===== config.mk =====
export PLATFORM = sky130hd
export DESIGN_NAME = gsu_ram_arbiter
export DESIGN_NICKNAME = d
export VERILOG_FILES = /design/src/rtl/gsu_ram_arbiter_pkg.sv /design/src/rtl/gsu_ram_arbiter.sv
export SDC_FILE = /design/constraint.sdc
export NUM_CORES = 1
export LEC_CHECK = 0
export ABC_CLOCK_PERIOD_IN_PS = 2450
export CORE_MARGIN = 2
export CORE_UTILIZATION = 39
export DETAILED_ROUTE_END_ITERATION = 7
export GPL_TIMING_DRIVEN = 0
export PLACE_DENSITY = 0.85
export SLEW_MARGIN = 40
export SYNTH_ARGS = -nofsm -noshare
export SYNTH_HDL_FRONTEND = slang
export SYNTH_SLANG_ARGS = --single-unit

===== constraint.sdc =====
create_clock -name MCLK -period 2.45 [get_ports MCLK]
set_input_delay 0.245 -clock MCLK [delete_from_list [all_inputs] [get_ports MCLK]]
set_output_delay 0.245 -clock MCLK [all_outputs]
set_load 0.01 [all_outputs]

===== src/rtl/gsu_ram_arbiter_pkg.sv =====
// Shared types for the GSU / SNES backup-RAM arbiter.
package gsu_ram_arbiter_pkg;

  // Memory-side address width and wait-counter width.
  localparam int unsigned BSRAM_AW = 20;
  localparam int unsigned WAIT_W   = 4;

  // Arbiter sequencing states.
  typedef enum logic [1:0] {
    IDLE   = 2'd0,
    ACCESS = 2'd1,
    DONE   = 2'd2
  } arb_state_t;

  // Requester identity; also used to remember the previous grant.
  typedef enum logic {
    REQ_CPU = 1'b0,
    REQ_GSU = 1'b1
  } req_id_t;

endpackage


===== src/rtl/gsu_ram_arbiter.sv =====
// Two-requester (SNES CPU / GSU core) arbiter for a single backup-RAM port.
// One access at a time: IDLE grants, ACCESS drives the strobes for
// WAIT_CYCLES cycles, DONE pulses the winner's ACK for one cycle.
module gsu_ram_arbiter
  import gsu_ram_arbiter_pkg::*;
#(
  parameter int unsigned WAIT_CYCLES = 3,
  parameter int unsigned ADDR_W      = 17
) (
  input  logic              MCLK,
  input  logic              RST,
  input  logic              CPU_REQ,
  input  logic              CPU_WE,
  input  logic [ADDR_W-1:0] CPU_ADDR,
  input  logic [7:0]        CPU_WDATA,
  output logic              CPU_ACK,
  output logic [7:0]        CPU_RDATA,
  input  logic              GSU_REQ,
  input  logic              GSU_WE,
  input  logic [ADDR_W-1:0] GSU_ADDR,
  input  logic [7:0]        GSU_WDATA,
  output logic              GSU_ACK,
  output logic [7:0]        GSU_RDATA,
  input  logic              RAN,
  input  logic [19:0]       BSRAM_MASK,
  output logic [19:0]       BSRAM_ADDR,
  output logic [7:0]        BSRAM_D,
  input  logic [7:0]        BSRAM_Q,
  output logic              BSRAM_CE_N,
  output logic              BSRAM_OE_N,
  output logic              BSRAM_WE_N,
  output logic              BUSY
);

  localparam logic [WAIT_W-1:0] CNT_LOAD = WAIT_W'(WAIT_CYCLES - 1);

  arb_state_t            state_q;
  arb_state_t            state_d;
  req_id_t               owner_q;     // current grant, and last grant once idle
  req_id_t               winner;
  logic                  we_q;
  logic [BSRAM_AW-1:0]   addr_q;
  logic [7:0]            wdata_q;
  logic [WAIT_W-1:0]     cnt_q;
  logic [7:0]            cpu_rdata_q;
  logic [7:0]            gsu_rdata_q;

  logic                  cpu_elig;
  logic                  gsu_elig;
  logic                  grant;
  logic                  last_beat;
  logic                  win_we;
  logic [ADDR_W-1:0]     win_addr;
  logic [7:0]            win_wdata;

  // Eligibility and winner selection: CPU by default, GSU when the CPU had the last grant.
  always_comb begin
    cpu_elig  = CPU_REQ;
    gsu_elig  = GSU_REQ & RAN;
    grant     = cpu_elig | gsu_elig;
    winner    = REQ_CPU;
    if (cpu_elig && gsu_elig) begin
      winner = (owner_q == REQ_CPU) ? REQ_GSU : REQ_CPU;
    end else if (gsu_elig) begin
      winner = REQ_GSU;
    end
    win_we    = (winner == REQ_GSU) ? GSU_WE    : CPU_WE;
    win_addr  = (winner == REQ_GSU) ? GSU_ADDR  : CPU_ADDR;
    win_wdata = (winner == REQ_GSU) ? GSU_WDATA : CPU_WDATA;
  end

  // Next-state, memory strobe and acknowledge decode.
  always_comb begin
    state_d    = state_q;
    last_beat  = 1'b0;
    BSRAM_CE_N = 1'b1;
    BSRAM_OE_N = 1'b1;
    BSRAM_WE_N = 1'b1;
    CPU_ACK    = 1'b0;
    GSU_ACK    = 1'b0;
    case (state_q)
      IDLE: begin
        if (grant) begin
          state_d = ACCESS;
        end
      end
      ACCESS: begin
        BSRAM_CE_N = 1'b0;
        BSRAM_OE_N = we_q;
        BSRAM_WE_N = ~we_q;
        if (cnt_q == '0) begin
          last_beat = 1'b1;
          state_d   = DONE;
        end
      end
      DONE: begin
        CPU_ACK = (owner_q == REQ_CPU);
        GSU_ACK = (owner_q == REQ_GSU);
        state_d = IDLE;
      end
      default: begin
        state_d = IDLE;
      end
    endcase
  end

  // State register.
  always_ff @(posedge MCLK) begin
    if (RST) begin
      state_q <= IDLE;
    end else begin
      state_q <= state_d;
    end
  end

  // Grant capture, wait countdown and read-data capture into the granted side.
  always_ff @(posedge MCLK) begin
    if (RST) begin
      owner_q     <= REQ_GSU;
      we_q        <= 1'b0;
      addr_q      <= '0;
      wdata_q     <= '0;
      cnt_q       <= '0;
      cpu_rdata_q <= '0;
      gsu_rdata_q <= '0;
    end else begin
      if (state_q == IDLE && grant) begin
        owner_q <= winner;
        we_q    <= win_we;
        // Mask applied at grant so a mask change mid-access cannot move the address.
        addr_q  <= BSRAM_AW'(win_addr) & BSRAM_MASK;
        wdata_q <= win_wdata;
        cnt_q   <= CNT_LOAD;
      end else if (state_q == ACCESS) begin
        if (!last_beat) begin
          cnt_q <= cnt_q - 1'b1;
        end else if (!we_q) begin
          if (owner_q == REQ_GSU) begin
            gsu_rdata_q <= BSRAM_Q;
          end else begin
            cpu_rdata_q <= BSRAM_Q;
          end
        end
      end
    end
  end

  assign BSRAM_ADDR = addr_q;
  assign BSRAM_D    = wdata_q;
  assign CPU_RDATA  = cpu_rdata_q;
  assign GSU_RDATA  = gsu_rdata_q;
  assign BUSY       = (state_q != IDLE);

endmodule


==> run_results.csv, run 1 <==
group,metric,value,unit
status,status,"complete, no violations",
worst_setup_path,crit_chain,"nor2b_1 -> buf_2 -> inv_1 -> clkdlybuf4s50_1",
pwr,power_density,534.5,nW/µm²
synth,synth-edff-count,0,
synth,synth_top_family_by_area,"multiplexers",
synth,syn_area_per_cell,11.14,µm²
worst_setup_path,cp-start-kind,"register",
clock_tree,htreeDepth,2,
cells_and_area,final_util,69.30,%
clock_tree,cts_tree,"done",
clock_tree,worstSkewPairLatency,0.30,ns
synth,netlist_area,2140,µm²
timing,tightest_slew,0.5537,ns
worst_setup_path,worstPathMaxFanout,8,
worst_setup_path,worstSetupPathType,"register to output port",
min_path,hp-class,"primary input to register",
die,chipHeight,78.07,µm
routing,via_count,1980,
clock_tree,cts_resized,0,
worst_setup_path,crit_slowest_cell,"clkdlybuf4s50_1",
routing,avgRoutedWirePerCell,15.28,µm
routing,first_pass_iters,4,
placement,detailed_place_hpwl,4836,µm
grt,grt_pass1_vias,2059,
clock_tree,clk_pin_slew_worst_paths,0.08,ns
worst_setup_path,worst_setup_path_end_kind,"output port",
timing,tns,0,ns
routing,drt_iter0_markers,55,
timing,drv_slew,0,
grt,grt_usage,19.99,%
placement,port_buffers,127,
run,drv_cap,0,
pwr,leakage,1.534,nW
clock_tree,root_buffer,"clkbuf_8",
timing,fmax,0.5567,GHz
die,die_x,78.07,µm
timing,setup_viol,0,
worst_setup_path,cpLargestDelayFamily,"buffers and inverters",
routing,drc_errors,0,
die,coreArea,5205,µm²
die,io_pins,135,
synth,synth-main-ff-cell,"dfxtp_1",
worst_setup_path,cp.arrival,1.55,ns
cells_and_area,drive_gt1_share,12.46,%
placement,placed_cell_area,3506,µm²
timing,rsz0062_at_grt,"false",
cells_and_area,fillerInstances,409,
timing,period_minus_slack,1.796,ns
placement,gp_congestion,0.7600,
synth,ys_ff_latch,49,
timing,hold_viol_final,0,
timing,hold_ws,0.4357,ns
synth,yosys_warnings,0,
die,start_util,41.11,%
clock_tree,post_cts_buffers,0,
routing,antenna_left,0,
grt,grt_pass1_wl,9577,µm
worst_setup_path,worstPathRequired,2.20,ns
synth,syn-instance-count,192,
synth,ys_seq_area_share,45.85,%
timing,timing.final.crit_share,73.32,%
clock_tree,cts_made_buffers,5,
synth,synth-xor-area-share,0.8187,%
pwr,ir_worst_vdd,363.0,µV
worst_setup_path,critPathBufInv,3,
clock_tree,ctsHoldBuffers,0,
synth,async_flop_share,0,%
cells_and_area,multi_input_area,1044,µm²
synth,synth-simple-area-share,10.88,%
synth,synthAdderAreaFrac,0.5848,%
cells_and_area,diodes,0,
die,die-area,6094,µm²
grt,grt_max_degree,15,
synth,synth_compound_area_share,13.39,%
cells_and_area,register_area,980.9,µm²
clock_tree,clockBufferDepth,2,
die,row_count,26,
worst_setup_path,critical-path-max-stage-delay,0.54,ns
grt,gr-total-overflow,0,
routing,finalWirelength,6098,µm
clock_tree,cts.sinks,49,
cells_and_area,finalNetCount,414,
synth,synthDistinctLibCells,35,
cells_and_area,final_area,3607,µm²
timing,worst_clock_skew,0.007356,ns
grt,grt_antenna_before_repair,0,
timing,maxSlewHeadroom,62.89,%
synth,muxShareOfSynthArea,22.57,%
cells_and_area,syn_to_final_growth,68.60,%
routing,routed_via_density,4.962,
## layout by cell type, fill, tap and decap left out, types with 2 or more instances in the layout
cell             Yosys  layout
nor2_1              24      24
buf_2                4       4
mux2i_1             25      25
or3_1                2       2
o2bb2ai_1            9       9
nand4b_1             2       2
a32o_1              17      17
clkbuf_8             0       7
inv_1                4       4
nor3_1               2       2
nand2_1              6       6
mux2_4              11      11
buf_4                4       4
conb_1               1       3
dfxtp_1             49      49
clkbuf_1             4       4
clkdlybuf4s50_1      0     127
mux2_2               6       6
xnor2_1              2       2
buf_6                2       2
a21oi_1              2       2
## metal layers
metal  vias up  global-route usage, %  part of all wire [%]
li1        969                      -                     -
met1       900                  20.99                    40
met2        93                  36.72                    49
met3        18                  6.667                   8.5
met4         0                  7.719                   3.0
met5         -                      0                     0
## Yosys cell counts, types with 2 or more instances
master,number,area share [%]
mux2i_1,25,12
a21oi_1,2,0.47
a32o_1,17,8.0
mux2_4,11,7.7
nand2_1,6,1.1
dfxtp_1,49,46
mux2_2,6,3.2
nor3_1,2,0.47
xnor2_1,2,0.82
buf_4,4,1.4
clkbuf_1,4,0.70
or3_1,2,0.58
inv_1,4,0.70
o2bb2ai_1,9,3.7
buf_6,2,1.1
nor2_1,24,4.2
nand4b_1,2,0.82
buf_2,4,0.94
## flip-flops by register name, indices dropped and copies added (netlist names)
name	count
BSRAM_ADDR	17
BSRAM_D	8
CPU_RDATA	8
GSU_RDATA	8
cnt_q	4
owner_q	1
state_q	2
we_q	1
## path summary, 6_finish.rpt
| path | startpoint | to | slack, ns | cells past startpoint |
|---|---|---|---|---|
| min | RST | cnt_q[0]$_SDFFE_PP0P_ | 0.44 | 3 |
| max | state_q[0]$_SDFFE_PP0P_ | BSRAM_CE_N | 0.65 | 4 |
| max reg2reg | owner_q$_SDFFE_PP1P_ | BSRAM_ADDR[0]$_SDFFE_PP0P_ | 0.81 | 5 |
| min reg2reg | BSRAM_D[6]$_SDFFE_PP0P_ | BSRAM_D[6]$_SDFFE_PP0P_ | 0.47 | 1 |
## final cells by class
cell class,instances,share of cell area (%)
Sequential cell,49,27.19
Inverter,4,0.4162
Buffer,15,2.983
Clock inverter,1,0.1387
Timing Repair Buffer,127,35.24
Clock buffer,7,2.671
Tap cell,70,2.428
Multi-Input combinational cell,126,28.93
## cells by family after synthesis
family,count (synthesis)
fa+ha+maj,1
compound gates,32
flops,49
simple gates,46
other cells,1
xor+xnor,2
mux,42
buf+inv,19
## stage by stage
| step | setup WS, ns | std cells | total power [mW] |
|---|---|---|---|
| 2_1_floorplan | 0.9979 | 194 | 1.145 |
| 3_3_place_gp | 0.5235 | 391 | 1.418 |
| 3_5_place_dp | 0.4766 | 391 | 1.434 |
| 4_1_cts | 0.6419 | 399 | 1.948 |
| 5_1_grt | 0.5833 | 399 | 2.016 |
| 6_report | 0.6535 | 399 | 1.928 |
## worst min-delay path, stage by stage
cell and delay [ns]:
clkbuf_1 0.21, or2_2 0.19, nor2_1 0.04
## where the power goes
| part | internal (mW) | leakage (nW) | switching, mW | total [mW] |
|---|---|---|---|---|
| logic | 0.321 | 1.08 | 0.203 | 0.525 |
| clock network | 0.255 | 0.0542 | 0.260 | 0.516 |
| registers | 0.853 | 0.400 | 0.0347 | 0.888 |
Power figures use the tool's default switching activity.
==> inputs of run 2 (changes only) <==
- ABC_CLOCK_PERIOD_IN_PS: 2450 -> 1510
- CORE_UTILIZATION: 39 -> 33
- PLACE_DENSITY: 0.85 -> 0.76
- clock period: 2.45 -> 1.51 ns (I/O delays scaled with it)
==> run_results.csv, run 2 (synthesis gave the netlist of run 1 again) <==
group,metric,value,unit
worst_setup_path,worst_setup_path_end_kind,"register",
pwr,power_density,859.1,nW/µm²
placement,placed_cell_area,3515,µm²
worst_setup_path,worstPathMaxFanout,10,
routing,finalWirelength,6185,µm
timing,tns,0,ns
worst_setup_path,cp-endpoint,"BSRAM_ADDR[14]$_SDFFE_PP0P_",
worst_setup_path,r2r_cells,5,
cells_and_area,mostFrequentLayoutCell,"clkdlybuf4s50_1",
worst_setup_path,crit_start,"owner_q$_SDFFE_PP1P_",
cells_and_area,finalNetCount,425,
cells_and_area,largest_register_ff_count,17,
grt,grt_usage,16.46,%
die,chipHeight,84.52,µm
cells_and_area,syn_to_final_growth,76.84,%
timing,hold_viol_final,0,
worst_setup_path,worstPathRequired,1.70,ns
worst_setup_path,worstReg2RegStart,"owner_q$_SDFFE_PP1P_",
worst_setup_path,cp.arrival,1.67,ns
min_path,hp-class,"primary input to register",
placement,gp_congestion,0.8290,
worst_setup_path,worstSetupPathType,"register to register",
timing,period_minus_slack,1.479,ns
die,coreArea,6314,µm²
worst_setup_path,critPathBufInv,2,
routing,via_count,1989,
timing,worst_clock_skew,0.007838,ns
cells_and_area,diodes,0,
routing,drt_iter0_markers,51,
grt,grt_antenna_before_repair,0,
worst_setup_path,crit_slowest_cell,"dfxtp_4",
clock_tree,worstSkewPairLatency,0.29,ns
placement,port_buffers,127,
routing,antenna_left,0,
die,row_count,29,
status,status,"complete, no violations",
timing,fmax,0.6763,GHz
worst_setup_path,crit_chain,"a21o_1 -> buf_6 -> buf_12 -> mux2_4 -> a32o_1",
worst_setup_path,path_depth,5,
clock_tree,htreeDepth,2,
clock_tree,ctsHoldBuffers,0,
timing,setup_viol,0,
die,io_pins,135,
cells_and_area,final_area,3784,µm²
routing,routed_via_density,4.770,
cells_and_area,drive_gt1_share,19.12,%
clock_tree,cts.sinks,49,
timing,drv_slew,0,
grt,grt_max_degree,15,
grt,grt_pass1_vias,2024,
worst_setup_path,cpLargestDelayFamily,"compound AO/OA/AOI/OAI gates",
routing,avgRoutedWirePerCell,14.83,µm
pwr,leakage,1.622,nW
run,drv_cap,0,
die,die_x,84.52,µm
grt,gr-total-overflow,0,
clock_tree,cts_tree,"done",
routing,drc_errors,0,
die,start_util,33.89,%
worst_setup_path,timing.rr.end,"BSRAM_ADDR[14]$_SDFFE_PP0P_",
clock_tree,cts_made_buffers,5,
worst_setup_path,cp-start-kind,"register",
routing,first_pass_iters,4,
timing,rsz0062_at_grt,"true",
worst_setup_path,critical-path-max-stage-delay,0.37,ns
min_path,min_path_cells,3,
die,die-area,7144,µm²
min_path,worstHoldStart,"CPU_REQ",
timing,timing.final.crit_share,97.93,%
clock_tree,clk_pin_slew_worst_paths,0.09,ns
grt,grt_pass1_wl,9570,µm
clock_tree,clockBufferDepth,2,
worst_setup_path,rrSetupSlack,0.03,ns
cells_and_area,final_cell_mix,"clkdlybuf4s50_1, dfxtp_1, mux2i_1",
clock_tree,root_buffer,"clkbuf_8",
pwr,ir_worst_vdd,508.2,µV
placement,detailed_place_hpwl,4636,µm
## run 2: layout make-up
class                   count  area [µm²]
clock buffers               7       96.34
plain buffers              14       116.4
multi-input cells         126        1100
flip-flops and latches     49       988.4
well taps                  77       96.34
repair buffers            139        1366
inverters                   4       15.01
clock inverters             1       5.005
fillers                   556        2530
## run 2: worst min path at each step
stage | end | slack (ns)
after detailed placement | BSRAM_D[0]$_SDFFE_PP0P_ | 0.45
final | owner_q$_SDFFE_PP1P_ | 0.37
after CTS | owner_q$_SDFFE_PP1P_ | 0.36
after global routing | owner_q$_SDFFE_PP1P_ | 0.37
after floorplan | CPU_RDATA[0]$_SDFFE_PP0P_ | 0.29
after global placement | BSRAM_D[1]$_SDFFE_PP0P_ | 0.44
## run 2: layer usage
| metal | global-route usage (%) | vias up | wire length (µm) |
|---|---|---|---|
| met5 | 0 | - | 0 |
| met4 | 3.752 | 0 | 19 |
| met3 | 6.195 | 2 | 554 |
| met2 | 28.63 | 83 | 3167 |
| met1 | 19.26 | 916 | 2444 |
| li1 | - | 988 | - |
## run 2: repair_timing
item,CTS,global route
cloned,0,0
endpoints found under the hold margin,0,0
pin swaps,3,3
buffers inserted,2,10
gates resized for setup,27,6
setup endpoints to repair,43,29
## run 2: through the flow
step	setup slack, ns	hold WS [ns]	util [%]	power [mW]	cells
after detailed placement	-0.4077	0.4498	55.67	2.322	398
after floorplan	0.05790	0.2949	-	1.858	194
after global placement	-0.3542	0.4444	55.67	2.305	398
after CTS	0.005965	0.3557	58.26	3.210	407
final	0.03129	0.3662	59.93	3.251	417
after global routing	-0.03445	0.3658	59.93	3.421	417
## run 2: worst reg2reg max path, stage by stage (launching register included)
cell	delay, ns
dfxtp_4	0.37
a21o_1	0.17
buf_6	0.14
buf_12	0.15
mux2_4	0.30
a32o_1	0.26
## run 2: power by group
group          leakage (nW)  internal (mW)  total, mW  switching [mW]
sequential            0.401           1.39       1.44          0.0569
combinational          1.17          0.598      0.969           0.372
clock                0.0542          0.415      0.838           0.423
